<file path="config.mk">
export PLATFORM = sky130hd
export DESIGN_NAME = mips150_io_uart
export DESIGN_NICKNAME = d
export VERILOG_FILES = /design/src/rtl/mips150_io_uart.sv
export SDC_FILE = /design/constraint.sdc
export NUM_CORES = 1
export LEC_CHECK = 0
export ABC_AREA = 1
export BUFFER_PORTS_ARGS = -buffer_cell sky130_fd_sc_hd__buf_4
export CORE_MARGIN = 2
export CORE_UTILIZATION = 39
export CTS_BUF_LIST = sky130_fd_sc_hd__clkbuf_8
export DETAILED_ROUTE_END_ITERATION = 10
export HOLD_SLACK_MARGIN = 0.06
export PLACE_DENSITY = 0.66
export SYNTH_ARGS = -nofsm -noshare
export SYNTH_HDL_FRONTEND = slang
export SYNTH_SLANG_ARGS = --single-unit
</file>
<file path="constraint.sdc">
create_clock -name clk -period 3.3 [get_ports clk]
set_input_delay 0.66 -clock clk [delete_from_list [all_inputs] [get_ports clk]]
set_output_delay 0.66 -clock clk [all_outputs]
set_load 0.005 [all_outputs]
</file>
<file path="src/rtl/mips150_io_uart.sv">
// MIPS150 memory-mapped IO block: UART TX/RX plus a free-running cycle counter.
// Stores commit at the X-stage edge; loads return one cycle later, like the DMEM read.
module mips150_io_uart #(
    parameter int unsigned CLOCK_FREQ     = 50_000_000,
    parameter int unsigned BAUD_RATE      = 115_200,
    parameter int unsigned CYCLES_PER_BIT = CLOCK_FREQ / BAUD_RATE
) (
    input  logic        clk,
    input  logic        rst_n,
    input  logic [31:0] io_addr,
    input  logic [3:0]  io_we,
    input  logic [31:0] io_wdata,
    input  logic        io_re,
    output logic [31:0] io_rdata,
    input  logic        serial_in,
    output logic        serial_out
);

    localparam int unsigned CW = (CYCLES_PER_BIT > 1) ? $clog2(CYCLES_PER_BIT) : 1;
    localparam logic [CW-1:0] LAST_TICK = CW'(CYCLES_PER_BIT - 1);
    localparam logic [CW-1:0] HALF_TICK = CW'((CYCLES_PER_BIT >= 2) ? CYCLES_PER_BIT / 2 - 1 : 0);

    localparam logic [5:0] SEL_TX_STATUS = 6'h00;
    localparam logic [5:0] SEL_RX_STATUS = 6'h01;
    localparam logic [5:0] SEL_RX_DATA   = 6'h02;
    localparam logic [5:0] SEL_TX_DATA   = 6'h03;
    localparam logic [5:0] SEL_CYCLE     = 6'h04;

    typedef enum logic [1:0] {IDLE, START, DATA, STOP} uartState_t;

    logic [5:0]  regSel;
    logic        ioWrite, txWrite, cycleClear, rxPop, rxStatusRead;
    logic [31:0] readMux;
    logic [31:0] cycleCount;
    logic        unusedBits;

    assign regSel       = io_addr[7:2];
    assign ioWrite      = |io_we;
    assign txWrite      = ioWrite && (regSel == SEL_TX_DATA);
    assign cycleClear   = ioWrite && (regSel == SEL_CYCLE);
    assign rxPop        = io_re && (regSel == SEL_RX_DATA);
    assign rxStatusRead = io_re && (regSel == SEL_RX_STATUS);
    assign unusedBits   = ^{io_addr[31:8], io_addr[1:0], io_wdata[31:8]};

    // ---------------- TX ----------------
    uartState_t      txState, txStateNext;
    logic [CW-1:0]   txCnt, txCntNext;
    logic [2:0]      txIdx, txIdxNext;
    logic [7:0]      txShift, txShiftNext;
    logic            serialOutNext;
    logic            txReady;

    // Ready during the final stop cycle, so a write there starts the next frame back-to-back.
    assign txReady = (txState == IDLE) || ((txState == STOP) && (txCnt == LAST_TICK));

    always_ff @(posedge clk or negedge rst_n) begin
        if (!rst_n) begin
            txState    <= IDLE;
            txCnt      <= '0;
            txIdx      <= '0;
            txShift    <= '0;
            serial_out <= 1'b1;
        end else begin
            txState    <= txStateNext;
            txCnt      <= txCntNext;
            txIdx      <= txIdxNext;
            txShift    <= txShiftNext;
            serial_out <= serialOutNext;
        end
    end

    always_comb begin
        txStateNext   = txState;
        txCntNext     = txCnt;
        txIdxNext     = txIdx;
        txShiftNext   = txShift;
        serialOutNext = serial_out;
        case (txState)
            IDLE: serialOutNext = 1'b1;
            START: begin
                if (txCnt == LAST_TICK) begin
                    txStateNext   = DATA;
                    txCntNext     = '0;
                    txIdxNext     = '0;
                    serialOutNext = txShift[0];
                end else begin
                    txCntNext = txCnt + CW'(1);
                end
            end
            DATA: begin
                if (txCnt == LAST_TICK) begin
                    txCntNext   = '0;
                    txShiftNext = {1'b0, txShift[7:1]};
                    if (txIdx == 3'd7) begin
                        txStateNext   = STOP;
                        serialOutNext = 1'b1;
                    end else begin
                        txIdxNext     = txIdx + 3'd1;
                        serialOutNext = txShift[1];
                    end
                end else begin
                    txCntNext = txCnt + CW'(1);
                end
            end
            STOP: begin
                if (txCnt == LAST_TICK) begin
                    txStateNext = IDLE;
                    txCntNext   = '0;
                end else begin
                    txCntNext = txCnt + CW'(1);
                end
            end
            default: txStateNext = IDLE;
        endcase
        if (txWrite && txReady) begin
            txStateNext   = START;
            txCntNext     = '0;
            txShiftNext   = io_wdata[7:0];
            serialOutNext = 1'b0;
        end
    end

    // ---------------- RX ----------------
    uartState_t      rxState, rxStateNext;
    logic [CW-1:0]   rxCnt, rxCntNext;
    logic [2:0]      rxIdx, rxIdxNext;
    logic [7:0]      rxShift, rxShiftNext;
    logic            rxMeta, rxSync, rxCommit;
    logic [7:0]      rxData;
    logic            rxValid, rxOverrun;

    always_ff @(posedge clk or negedge rst_n) begin
        if (!rst_n) begin
            rxMeta  <= 1'b1;
            rxSync  <= 1'b1;
            rxState <= IDLE;
            rxCnt   <= '0;
            rxIdx   <= '0;
            rxShift <= '0;
        end else begin
            rxMeta  <= serial_in;
            rxSync  <= rxMeta;
            rxState <= rxStateNext;
            rxCnt   <= rxCntNext;
            rxIdx   <= rxIdxNext;
            rxShift <= rxShiftNext;
        end
    end

    always_comb begin
        rxStateNext = rxState;
        rxCntNext   = rxCnt;
        rxIdxNext   = rxIdx;
        rxShiftNext = rxShift;
        rxCommit    = 1'b0;
        case (rxState)
            IDLE: begin
                if (!rxSync) begin
                    rxStateNext = START;
                    rxCntNext   = '0;
                end
            end
            START: begin
                if (rxCnt == HALF_TICK) begin
                    rxStateNext = rxSync ? IDLE : DATA;
                    rxCntNext   = '0;
                    rxIdxNext   = '0;
                end else begin
                    rxCntNext = rxCnt + CW'(1);
                end
            end
            DATA: begin
                if (rxCnt == LAST_TICK) begin
                    rxCntNext   = '0;
                    rxShiftNext = {rxSync, rxShift[7:1]};
                    if (rxIdx == 3'd7) rxStateNext = STOP;
                    else               rxIdxNext   = rxIdx + 3'd1;
                end else begin
                    rxCntNext = rxCnt + CW'(1);
                end
            end
            STOP: begin
                if (rxCnt == LAST_TICK) begin
                    rxStateNext = IDLE;
                    rxCntNext   = '0;
                    rxCommit    = rxSync;
                end else begin
                    rxCntNext = rxCnt + CW'(1);
                end
            end
            default: rxStateNext = IDLE;
        endcase
    end

    // ---------------- Register file and load path ----------------
    always_comb begin
        readMux = '0;
        case (regSel)
            SEL_TX_STATUS: readMux = {31'b0, txReady};
            SEL_RX_STATUS: readMux = {30'b0, rxOverrun, rxValid};
            SEL_RX_DATA:   readMux = {24'b0, rxData};
            SEL_CYCLE:     readMux = cycleCount;
            default:       readMux = '0;
        endcase
    end

    always_ff @(posedge clk or negedge rst_n) begin
        if (!rst_n) begin
            io_rdata   <= '0;
            rxData     <= '0;
            rxValid    <= 1'b0;
            rxOverrun  <= 1'b0;
            cycleCount <= '0;
        end else begin
            io_rdata <= io_re ? readMux : '0;
            if (rxCommit) rxData <= rxShift;
            if (rxCommit)   rxValid <= 1'b1;
            else if (rxPop) rxValid <= 1'b0;
            // A pop landing on the commit edge consumes the old byte, so it is not an overrun.
            if (rxCommit && rxValid && !rxPop) rxOverrun <= 1'b1;
            else if (rxStatusRead)             rxOverrun <= 1'b0;
            if (cycleClear) cycleCount <= '0;
            else            cycleCount <= cycleCount + 32'd1;
        end
    end

endmodule
</file>
Yosys cells after proc, flatten, opt, wreduce, memory -nomap -nowiden
Cells that the tools add are included.

operators by class
  reductions and logical operators = 32
  equality and inequality tests = 28
  add/subtract/negate cells = 5
  multiplexer cells = 45

operator list
  cell                                                             count
  32-bit one-hot mux with 4 select lines                           1
  32-bit 2-to-1 mux                                                2
  9-bit 2-to-1 mux                                                 6
  32-bit by 1-bit adder with 32-bit output, second input constant  1
  9-bit one-hot mux with 3 select lines                            1
  8-bit 2-to-1 mux                                                 3
  2-bit 2-to-1 mux                                                 11
  9-bit by 1-bit adder with 9-bit output, second input constant    2
  9-bit == test, second input constant                             2
  3-bit 2-to-1 mux                                                 6
  2-bit inequality test, second input constant                     9
  2-bit nonzero test                                               7
  6-bit by 2-bit == test with 1-bit output, second input constant  2
  3-bit one-hot mux with 2 select lines                            2
  1-bit 2-to-1 mux                                                 10
  5-bit AND reduction                                              2
  9-bit by 8-bit == test with 1-bit output, second input constant  1
  3-bit inequality test, second input constant                     3
  2-bit == test, second input constant                             4
  1-bit logical AND                                                8
  2-bit one-hot mux with 4 select lines                            1
  4-bit AND reduction                                              2
  4-bit nonzero test                                               2
  3-bit by 1-bit adder with 3-bit output, second input constant    2
  other kinds (16)                                                 20

word-level totals
  logic and storage cells = 126
  input port bits = 72
  register bits = 121
  output and inout port bits = 33

Longest topological paths before layout
Gate-level depths: netlist of the first run.

  depth after elaboration = 6
  mapped depth = 12
  mapped depth without buffers = 12

Worst setup path after synthesis of the first run
OpenSTA, ideal clock, no wires.

  path type = input -> register
  start point = in io_addr[5]
  end point = reg txShift[1]
  stages = 7
  setup slack = 1,602 ps
  buffers on the path = 1
  data arrival time = 1,572 ps
  required time = 3,173 ps
  cell sequence = nor2_4 -> nand4_2 -> nor2_4 -> nand2_4 -> buf_6 -> o211ai_1 -> o21ai_1

between the ends
  cells in the longest elaborated chain, start to end = 5

RTL lines
  item                                          RTL line  text
  from (decl)                                   10        input logic [31:0] io_addr,
  6-bit by 2-bit == test with 1-bit output (*)  39        assign txWrite = ioWrite && (regSel == SEL_TX_DATA);
  1-bit logical AND (*)                         39
  1-bit logical AND (*)                         115       if (txWrite && txReady) begin
  2-bit nonzero test (no source line)           --
  2-bit AND reduction (no source line)          --
  to (signal assigned)                          67        txShift <= txShiftNext;
  to (decl)                                     49        logic [7:0] txShift, txShiftNext;

Mark *: on every way between the ends. The rest lies on a longest branch, timed or not.
A chain may end at the register's enable or synchronous reset.

Worst setup path after layout of the first run
  start point = reg txState[0]
  end point = reg txCnt[0]

between the ends
  cells in the longest elaborated chain, start to end = 5

RTL lines
  item                                                           RTL line  text
  from (decl)                                                    46        uartState_t txState, txStateNext;
  from (signal assigned)                                         64        txState <= txStateNext;
  2-bit == test                                                  54, 78
  1-bit logical AND                                              54        assign txReady = (txState == IDLE) || ((txState == STOP) && (txCnt == LAST_TICK));
  1-bit logical OR                                               54
  1-bit logical AND                                              115
  9-bit 2-to-1 mux / 2-bit nonzero test (equally long branches)  --
  to (signal assigned)                                           65        txCnt <= txCntNext;
  to (decl)                                                      47        logic [CW-1:0] txCnt, txCntNext;

Several ways; a longest one is shown, not always the timed one.

==> results of run 1 <==
-- cells by family (layout without fill, tap and decap cells) --
| kind of cell | after synthesis | in the layout | share of synthesized area [%] |
|---|---|---|---|
| simple gates | 349 | 349 | 25.90 |
| flops | 121 | 121 | 51.52 |
| buf+inv | 116 | 195 | 8.165 |
| compound gates | 87 | 87 | 8.569 |
| xor+xnor | 18 | 18 | 2.679 |
| fa+ha+maj | 14 | 14 | 2.977 |
| mux | 1 | 1 | 0.1914 |
-- cells in the mapped netlist, drive strengths merged (5+ instances only) --
master    n
nand2   158
a21oi    20
o22ai     5
inv     105
ha       14
o211ai    7
buf      11
o21ai    51
nand4    22
dfrtp   118
nor3     25
nor2    102
xor2     18
nand3    35
-- metrics by stage --
step	instances	hold slack, ns	cell area [sq um]
global placement	937	0.3459	6476
detailed placement	937	0.3478	6476
finish	969	0.2694	6854
global route	969	0.2919	6854
CTS	969	0.2901	6854
floorplan	706	0.3452	5884
-- power groups by stage --
stage	sequential [mW]	clock (mW)	combinational, mW
floorplan	1.70	0	0.199
global placement	1.72	0	0.298
detailed placement	1.72	0	0.305
CTS	1.70	1.29	0.307
global route	1.72	1.35	0.354
finish	1.70	1.24	0.302
-- worst max-delay path by stage --
stage,end,cells past startpoint,slack (ns),from
floorplan,txShift[1]$_DFFE_PN0P_,7,1.60,io_addr[5]
global placement,cycleCount[6]$_DFF_PN0_,8,1.00,io_addr[7]
detailed placement,cycleCount[7]$_DFF_PN0_,8,0.95,io_addr[7]
CTS,cycleCount[7]$_DFF_PN0_,8,1.43,io_addr[7]
global route,txShift[2]$_DFFE_PN0P_,10,1.20,txCnt[1]$_DFFE_PN0P_
finish,txCnt[0]$_DFFE_PN0P_,8,1.44,txState[0]$_DFFE_PN0P_
-- flip-flops by register name, summed over array words and instances (netlist names), named ones only --
signal      flops
rxData          8
rxSync          1
rxMeta          1
txShift         8
rxIdx           3
txIdx           3
cycleCount     32
rxState         1
rxOverrun       1
txState         2
rxCnt           9
rxShift         8
txCnt           9
serial_out      1
io_rdata       32
rxValid         1
-- final cells by class --
type | count | area share, %
Inverter | 105 | 5.750
Timing Repair Buffer | 58 | 6.535
Tap cell | 184 | 3.359
Clock inverter | 12 | 1.497
Multi-Input combinational cell | 469 | 34.61
Sequential cell | 121 | 44.23
Clock buffer | 20 | 4.016
-- per-layer routing --
metal | up-vias | track usage [%] | wire [um]
met5 | - | 0 | 0
met4 | 0 | 7.175 | 194
met3 | 16 | 3.669 | 399
met2 | 77 | 24.48 | 5301
met1 | 2130 | 23.65 | 6370
li1 | 2394 | - | -
==> results_dict.tcl, run 1 <==
set metrics [dict create \
    status "completed" \
    yosys_warnings 0 \
    final.min_clock_period_ns 1.861 \
    htree_num_levels 4 \
    end_kind "flip-flop" \
    detailedPlacementHpwl_um 8872 \
    vias_per_inst 4.765 \
    first_pass_grt_wire_length_um 21220 \
    clk_path_buf_depth 2 \
    yosys_most_used_dff "sky130_fd_sc_hd__dfrtp_1" \
    post_route_cells_drive_above_1_share_pct 14.52 \
    critical_path_peak_fanout 25 \
    synth_area_sq_um 5884 \
    synthesis.nets 792 \
    grt_setup_unrepaired "no" \
    max-vdd-ir-drop_mv 0.2255 \
    fill_count 1462 \
    maximum_single_stage_delay_on_the_critical_path_ns 0.40 \
    worstSkewPairLatency_ns 0.44 \
    p_switching_uw 901.7 \
    placement.io_buffers 54 \
    leading_post_synthesis_cells_by_cell_area "sky130_fd_sc_hd__dfrtp_1 50%, sky130_fd_sc_hd__nand2_1 9.8%, sky130_fd_sc_hd__inv_1 6.6%, sky130_fd_sc_hd__nor2_1 6.3%, sky130_fd_sc_hd__o21ai_0 3.3%" \
    die-height_um 126.8 \
    seqCellArea_sq_um 3032 \
    comb_power_share_pct 9.3 \
    tritoncts "yes" \
    dieWidth_um 126.8 \
    overflow 0 \
    path_class "flip-flop to flip-flop" \
    drt_iter0_markers 331 \
    post-synth-top-area-cell "sky130_fd_sc_hd__dfrtp_1" \
    timing.critical_path.slowest_stage_cell "sky130_fd_sc_hd__dfrtp_1" \
    cp_dominant_cell_by_count "sky130_fd_sc_hd__inv_1" \
    routed_wirelength_um 12270 \
    worst_setup_path_start_kind "flip-flop" \
    post_synth_num_cell_types 36 \
    core_region_area_sq_um 14640 \
    fin_nets 858 \
    setup_violations 0 \
    worst_ep_required_time_ns 3.68 \
    post_synth.cell_area_avg_sq_um 8.335 \
    layout_commonest_cell "sky130_fd_sc_hd__nand2_1" \
    share_of_total_power_consumed_by_net_switching_pct 27.81 \
    grt_max_degree 58 \
    ys_seq_area_share_pct 51.52 \
    grt.total_usage_pct 16.61 \
    most_used_cells_in_the_layout_excluding_fill_and_tap_cells "154 x sky130_fd_sc_hd__nand2_1, 118 x sky130_fd_sc_hd__dfrtp_1, 105 x sky130_fd_sc_hd__inv_1, 98 x sky130_fd_sc_hd__nor2_1, 57 x sky130_fd_sc_hd__buf_4" \
    first_global_vias 4470 \
    max_slew_margin_pct 50.52 \
    initial_utilization_pct 40.18 \
    power_density_nw_per_um2 473.0 \
    antenna_violating_nets_post_route 0 \
    startpoint_of_the_worst_slack_reg_to_reg_timing_path "txState[0]$_DFFE_PN0P_" \
    areaGrowthSynthToFinish_pct 16.48 \
    timing.critical_path.cells "inv_1, ha_1, inv_1, nand2_2, nand2_4, nand2_4, mux2_2, inv_1" \
    drt-pass1-iter-count 7 \
    pwr-share-clk_pct 38.3 \
    clock_skew_ns 0.006636 \
    post_cts_resized 0 \
    power.sequential.fraction_pct 52.4 \
    die_area_sq_um 16090 \
    cts_sinks 121 \
    utilization_pct 46.80 \
    reg_to_reg_setup_timing_slack_ns 1.44 \
    synth_cells 706 \
    cts-root-buf "sky130_fd_sc_hd__clkbuf_8" \
    diodes 0 \
    dpl_ws_ns 0.9499 \
    synth-async-reset-ratio_pct 100.0 \
    p_int_mw 2.340 \
    maxCapViolations 0 \
    timing.final.crit_share_pct 56.39 \
    worst-r2r-cell-count 8 \
    postSynthRegisterBits 121 \
    detail_route.wl_per_cell_um 12.66 \
    ios 105 \
    timing.critical_path.arrival_ns 2.24 \
    tritoncts.num_buffers 17 \
    yosys.area.top_type_share_pct 50.18 \
    fin_tns_setup_ns 0 \
    post-route-worst-setup-slack_ns 1.439 \
    worst_pin_slew_ns 0.7422 \
    cts.clk_slew.worst_paths_ns 0.07 \
    drt_drc_violations_left 0 \
    post_cts.repair.setup_buffers 0 \
    power.total_mw 3.242 \
    multi_input_area_sq_um 2372 \
    worst_path_buf_inv 3 \
    gp_routability_congestion 0.8706 \
    cts_hold_buffers 0 \
    synth-edff-count 0 \
    crit_path_leading_delay_family "simple AND/OR/NAND/NOR gates" \
    number_of_antenna_violations_at_the_first_check_in_global_routing 0 \
    min_path_type "input port to async pin" \
    hold_violations_final 0 \
    power_leakage_nw 3.418 \
    reg_to_reg_end "txCnt[0]$_DFFE_PN0P_" \
    placementRows 44 \
    fmax_mhz 537.4 \
    vias 4617 \
    final-max-slew-violation-count 0 \
]
Power figures use the tool's default switching activity.
==> run 2: changes to the inputs <==
PLACE_DENSITY = 0.68   (was 0.66)
clock period = 1.6 ns   (was 3.3 ns; I/O delays follow)
==> results_dict.tcl, run 2 (synthesis gave the netlist of run 1 again) <==
set metrics [dict create \
    drt_iter0_markers 425 \
    maxCapViolations 0 \
    first_global_vias 4714 \
    gp_routability_congestion 0.8815 \
    layout_commonest_cell "sky130_fd_sc_hd__nand2_1" \
    worst_path_buf_inv 2 \
    end_kind "flip-flop" \
    placement.io_buffers 54 \
    vias 5150 \
    timing.final.crit_share_pct 101.1 \
    cp_dominant_cell_by_count "sky130_fd_sc_hd__nand2_4" \
    fill_count 1326 \
    maximum_single_stage_delay_on_the_critical_path_ns 0.39 \
    most_used_cells_in_the_layout_excluding_fill_and_tap_cells "139 x sky130_fd_sc_hd__nand2_1, 116 x sky130_fd_sc_hd__dfrtp_1, 106 x sky130_fd_sc_hd__buf_4, 98 x sky130_fd_sc_hd__inv_1, 81 x sky130_fd_sc_hd__nor2_1" \
    worst_ep_required_time_ns 1.98 \
    drt-pass1-iter-count 5 \
    power_density_nw_per_um2 934.5 \
    placementRows 44 \
    post-route-worst-setup-slack_ns -0.01781 \
    worst_setup_path_start_kind "flip-flop" \
    vias_per_inst 5.000 \
    status "finished with violations" \
    final-max-slew-violation-count 0 \
    timing.critical_path.arrival_ns 2.00 \
    tritoncts "yes" \
    detailedPlacementHpwl_um 9465 \
    die_area_sq_um 16090 \
    timing.critical_path.cells "inv_2, ha_4, nand2_4, nor2_4, nand3_2, nand2_4, nand2_8, o21ai_4, buf_12, o211ai_1, o21ai_1" \
    power_leakage_nw 3.821 \
    hold_violations_final 0 \
    initial_utilization_pct 40.18 \
    post_route_cells_drive_above_1_share_pct 29.20 \
    grt_max_degree 49 \
    tritoncts.num_buffers 17 \
    fin_nets 920 \
    reg_top3 "cycleCount x32, io_rdata x32" \
    first_pass_grt_wire_length_um 22360 \
    grt.total_usage_pct 17.46 \
    worstSkewPairLatency_ns 0.46 \
    critical_path_peak_fanout 7 \
    diodes 0 \
    cts_sinks 121 \
    max_slew_margin_pct 73.56 \
    areaGrowthSynthToFinish_pct 32.92 \
    number_of_antenna_violations_at_the_first_check_in_global_routing 0 \
    setup_violations 2 \
    path_class "flip-flop to flip-flop" \
    cts-root-buf "sky130_fd_sc_hd__clkbuf_8" \
    clk_path_buf_depth 2 \
    timing.critical_path.depth 11 \
    routed_wirelength_um 14250 \
    worst_pin_slew_ns 0.3952 \
    detail_route.wl_per_cell_um 13.84 \
    violations_in_the_final_reports "negative setup slack" \
    final.min_clock_period_ns 1.618 \
    overflow 0 \
    die-height_um 126.8 \
    worst-r2r-cell-count 11 \
    min_delay_path_depth 3 \
    drt_drc_violations_left 0 \
    min_path_type "input port to flip-flop" \
    crit_path_leading_delay_family "simple AND/OR/NAND/NOR gates" \
    grt_setup_unrepaired "yes" \
    max-vdd-ir-drop_mv 0.5870 \
    core_region_area_sq_um 14640 \
    antenna_violating_nets_post_route 0 \
    timing.critical_path.slowest_stage_cell "sky130_fd_sc_hd__dfrtp_1" \
    fmax_mhz 618.1 \
    cts.clk_slew.worst_paths_ns 0.07 \
    clock_skew_ns 0.008412 \
    ios 105 \
    dieWidth_um 126.8 \
    fin_tns_setup_ns -0.02958 \
    htree_num_levels 4 \
    dpl_ws_ns -0.09438 \
]
-- run 2: final timing paths --
kind / start / to / slack, ns
min in group asynchronous: rst_n / io_rdata[7]$_DFF_PN0_ / 0.32
setup / recovery: txCnt[1]$_DFFE_PN0P_ / txShift[1]$_DFFE_PN0P_ / -0.02
hold reg to reg: rxMeta$_DFF_PN1_ / rxSync$_DFF_PN1_ / 0.36
hold / removal: io_re / io_rdata[1]$_DFF_PN0_ / 0.10
max in group asynchronous: rst_n / txIdx[1]$_DFFE_PN0P_ / 0.66
setup reg to reg: txCnt[1]$_DFFE_PN0P_ / txShift[1]$_DFFE_PN0P_ / -0.02
-- run 2: what timing repair did --
item,CTS,global route
buffers inserted,3,7
pin swaps,5,18
endpoints found under the hold margin,25,0
gates cloned,1,2
gates resized for setup,9,95
hold buffers,2,0
endpoints found under the setup margin,22,68
-- run 2: layout make-up --
type,instances,area (sq um),area share (%)
Tap cell,184,230.2,2.944
Timing Repair Buffer,119,1020,13.04
Clock buffer,20,275.3,3.519
Sequential cell,121,3034,38.79
Clock inverter,11,152.6,1.952
Inverter,105,396.6,5.071
Multi-Input combinational cell,470,2713,34.68
-- run 2: per-layer routing --
layer / vias up / wire length [um] / global-route usage [%]
li1: 2513 / - / -
met1: 2460 / 6528 / 24.39
met2: 152 / 6723 / 26.15
met3: 25 / 763 / 4.892
met4: 0 / 236 / 6.141
met5: - / 0 / 0
-- run 2: power by group --
part	switching [mW]	internal, mW	leakage (nW)
logic	0.523	0.329	2.04
registers	0.204	3.28	1.55
clock network	1.19	1.79	0.231
-- run 2: worst reg2reg max path: stages (launching register included) --
cell and delay (ns):
sky130_fd_sc_hd__dfrtp_1 0.39, sky130_fd_sc_hd__inv_2 0.08, sky130_fd_sc_hd__ha_4 0.13, sky130_fd_sc_hd__nand2_4 0.05, sky130_fd_sc_hd__nor2_4 0.12, sky130_fd_sc_hd__nand3_2 0.11, sky130_fd_sc_hd__nand2_4 0.12, sky130_fd_sc_hd__nand2_8 0.09
sky130_fd_sc_hd__o21ai_4 0.13, sky130_fd_sc_hd__buf_12 0.15, sky130_fd_sc_hd__o211ai_1 0.08, sky130_fd_sc_hd__o21ai_1 0.09
-- run 2: metrics by stage --
stage	utilization, %	cell area (sq um)	instances	power, mW	hold slack [ns]
4_1_cts	50.56	7405	1021	7.312	0.09174
3_3_place_gp	46.98	6879	984	4.293	0.2788
6_report	53.41	7821	1030	7.309	0.1043
3_5_place_dp	46.98	6879	984	4.309	0.2790
2_1_floorplan	-	5884	706	3.909	0.02441
5_1_grt	53.41	7821	1030	7.662	0.1145
==> run 3: changes to the inputs <==
ABC_AREA = unset   (was 1)
CORE_MARGIN = unset   (was 2)
PLACE_DENSITY = 0.69   (was 0.68)
REMOVE_ABC_BUFFERS = 1   (was unset)
==> results_dict.tcl, run 3 <==
set metrics [dict create \
    status "finished with violations" \
    violations_in_the_final_reports "negative setup slack" \
    post_synth_num_cell_types 60 \
    p_switching_mw 2.530 \
    detailedPlacementHpwl_um 9030 \
    worstSkewPairLatency_ns 0.44 \
    worst_path_buf_inv 2 \
    end_kind "flip-flop" \
    worst_setup_path_start_kind "flip-flop" \
    final.min_clock_period_ns 1.773 \
    synth_cells 534 \
    post_synth.cell_area_avg_sq_um 10.77 \
    fin_nets 792 \
    hold_violations_final 0 \
    maxCapViolations 0 \
    p_int_mw 6.273 \
    worst_ep_required_time_ns 1.93 \
    tritoncts.num_buffers 17 \
    utilization_pct 56.20 \
    clk_path_buf_depth 2 \
    multi_input_area_sq_um 2905 \
    synth-edff-count 0 \
    first_pass_grt_wire_length_um 22570 \
    leading_post_synthesis_cells_by_cell_area "sky130_fd_sc_hd__dfrtp_1 51%, sky130_fd_sc_hd__mux2_1 4.1%, sky130_fd_sc_hd__and3_1 3.0%, sky130_fd_sc_hd__ha_1 3.0%, sky130_fd_sc_hd__nand2_1 2.8%" \
    comb_power_share_pct 24.7 \
    die-height_um 123.4 \
    cts.clk_slew.worst_paths_ns 0.06 \
    post-synth-top-area-cell "sky130_fd_sc_hd__dfrtp_1" \
    synthTopCellsByCount "118 x sky130_fd_sc_hd__dfrtp_1, 43 x sky130_fd_sc_hd__nand2_1, 32 x sky130_fd_sc_hd__nor2_1, 28 x sky130_fd_sc_hd__and3_1, 26 x sky130_fd_sc_hd__a21oi_1" \
    core_region_area_sq_um 14480 \
    ys_seq_area_share_pct 52.73 \
    timing.final.crit_share_pct 110.8 \
    gp_routability_congestion 0.7977 \
    critical_path_peak_fanout 5 \
    areaGrowthSynthToFinish_pct 41.52 \
    most_used_cells_in_the_layout_excluding_fill_and_tap_cells "157 x sky130_fd_sc_hd__buf_4, 118 x sky130_fd_sc_hd__dfrtp_1, 41 x sky130_fd_sc_hd__nand2_1, 31 x sky130_fd_sc_hd__nor2_1, 27 x sky130_fd_sc_hd__and3_1" \
    drt_drc_violations_left 0 \
    timing.critical_path.cells "inv_1, ha_1, and4_4, nand3_1, a21oi_2, buf_4, mux2_2" \
    drt-pass1-iter-count 4 \
    fill_count 1217 \
    placement.io_buffers 54 \
    power_density_nw_per_um2 1082 \
    grt_max_degree 42 \
    grt_setup_unrepaired "yes" \
    number_of_antenna_violations_at_the_first_check_in_global_routing 0 \
    timing.critical_path.slowest_stage_cell "sky130_fd_sc_hd__dfrtp_1" \
    fmax_mhz 564.1 \
    drt_iter0_markers 252 \
    routed_wirelength_um 14250 \
    power_leakage_nw 3.985 \
    cts_sinks 121 \
    grt.total_usage_pct 19.27 \
    layout_commonest_cell "sky130_fd_sc_hd__buf_4" \
    dieWidth_um 123.4 \
    synth_area_sq_um 5749 \
    htree_num_levels 4 \
    overflow 0 \
    max_slew_margin_pct 75.66 \
    synth_most_common_cell "sky130_fd_sc_hd__dfrtp_1" \
    worst_pin_slew_ns 0.3651 \
    dpl_ws_ns -0.2487 \
    detail_route.wl_per_cell_um 15.80 \
    ios 105 \
    yosys_most_used_dff "sky130_fd_sc_hd__dfrtp_1" \
    first_global_vias 4972 \
    yosys.area.top_type_share_pct 51.36 \
    path_class "flip-flop to flip-flop" \
    vias 4845 \
    min_path_type "input port to flip-flop" \
    maximum_single_stage_delay_on_the_critical_path_ns 0.38 \
    diodes 0 \
    power.sequential.fraction_pct 44.1 \
    synth-async-reset-ratio_pct 100.0 \
    cts-root-buf "sky130_fd_sc_hd__clkbuf_8" \
    initial_utilization_pct 39.71 \
    crit_path_leading_delay_family "flip-flops" \
    setup_violations 54 \
    max-vdd-ir-drop_mv 0.7208 \
    clock_skew_ns 0.006141 \
    vias_per_inst 5.371 \
    postSynthRegisterBits 121 \
    tritoncts "yes" \
    die_area_sq_um 15230 \
    timing.critical_path.arrival_ns 2.10 \
    placementRows 44 \
    post-route-worst-setup-slack_ns -0.1727 \
    yosys_warnings 0 \
    pwr-share-clk_pct 31.2 \
    final-max-slew-violation-count 0 \
    seqCellArea_sq_um 3032 \
    share_of_total_power_consumed_by_net_switching_pct 28.74 \
    post_route_cells_drive_above_1_share_pct 43.45 \
    reg_top3 "cycleCount x32, io_rdata x32" \
    reg_to_reg_setup_timing_slack_ns -0.17 \
    antenna_violating_nets_post_route 0 \
]
[run 3: cell count changes after synthesis, sizes merged, moves of 25 or more]
cell,change
nand2,-115
inv,-86
nor2,-70
mux2,+30
and3,+28
o21ai,-25
[run 3: power groups by stage]
stage	clock, mW	sequential, mW	combinational [mW]
6_report	2.75	3.89	2.17
5_1_grt	2.94	3.95	2.40
4_1_cts	2.80	3.86	1.95
3_5_place_dp	0	3.90	1.82
3_3_place_gp	0	3.87	1.74
2_1_floorplan	0	3.98	0.776
[run 3: cell families (layout without fill, tap and decap cells)]
logic type	Yosys count	in the layout	share of synthesized area [%]
buffers and inverters	48	231	3.656
and+or+nand+nor	197	198	19.65
muxes	35	35	6.768
xor gates and xnor gates	15	15	2.285
AOI/OAI and AO/OA	104	104	11.86
DFF	121	121	52.73
adders and majority gates	14	14	3.047
[run 3: final timing paths]
path | startpoint | to | cells past startpoint
setup / recovery | txCnt[1]$_DFFE_PN0P_ | txShift[1]$_DFFE_PN0P_ | 7
max in group asynchronous | rst_n | rxMeta$_DFF_PN1_ | 3
hold / removal | io_wdata[3] | txShift[3]$_DFFE_PN0P_ | 2
hold reg to reg | rxMeta$_DFF_PN1_ | rxSync$_DFF_PN1_ | 0
min in group asynchronous | rst_n | rxOverrun$_DFFE_PN0P_ | 2
setup reg to reg | txCnt[1]$_DFFE_PN0P_ | txShift[1]$_DFFE_PN0P_ | 7
[run 3: per-stage QoR]
step | power, mW | hold WS [ns] | instances | setup TNS (ns) | area (sq um)
after detailed placement | 5.717 | 0.2545 | 840 | -10.90 | 7049
final | 8.803 | 0.1091 | 902 | -4.897 | 8137
after global routing | 9.286 | 0.09114 | 902 | -9.187 | 8137
after CTS | 8.611 | 0.08335 | 892 | -3.863 | 7850
after global placement | 5.610 | 0.2507 | 840 | -9.752 | 7049
after floorplan | 4.756 | 0.02441 | 505 | -47.81 | 5610
[run 3: cell type report]
type | count | share of cell area, %
clock buffer | 19 | 3.214
clock inverter | 12 | 1.630
inverter | 19 | 0.8765
multi-input combinational | 366 | 35.71
sequential | 121 | 37.26
tap | 184 | 2.829
timing repair buffer | 181 | 18.48
[run 3: worst reg2reg max path, delay by kind of cell (launching register included)]
family / cells / cell delay, ns
multiplexers: 1 / 0.34
AO/OA/AOI/OAI: 1 / 0.22
buffers and inverters: 2 / 0.24
AND/OR/NAND/NOR: 2 / 0.37
adder cells (fa/ha/maj): 1 / 0.12
flip-flops: 1 / 0.38
[run 3: repair_timing]
action | 4_1_cts | 5_1_grt
cloned | 3 | 1
hold buffers | 2 | 0
setup buffers | 16 | 13
endpoints found under the hold margin | 19 | 0
resized for setup | 60 | 65
setup endpoints to repair | 65 | 70
pin swaps | 35 | 20
[run 3: layer usage]
layer	global-route usage, %	vias up	share of wire [%]
met5	0	-	0
met2	33.55	92	53
met3	4.105	30	2.5
met4	10.39	0	2.4
li1	-	2292	-
met1	22.04	2431	42
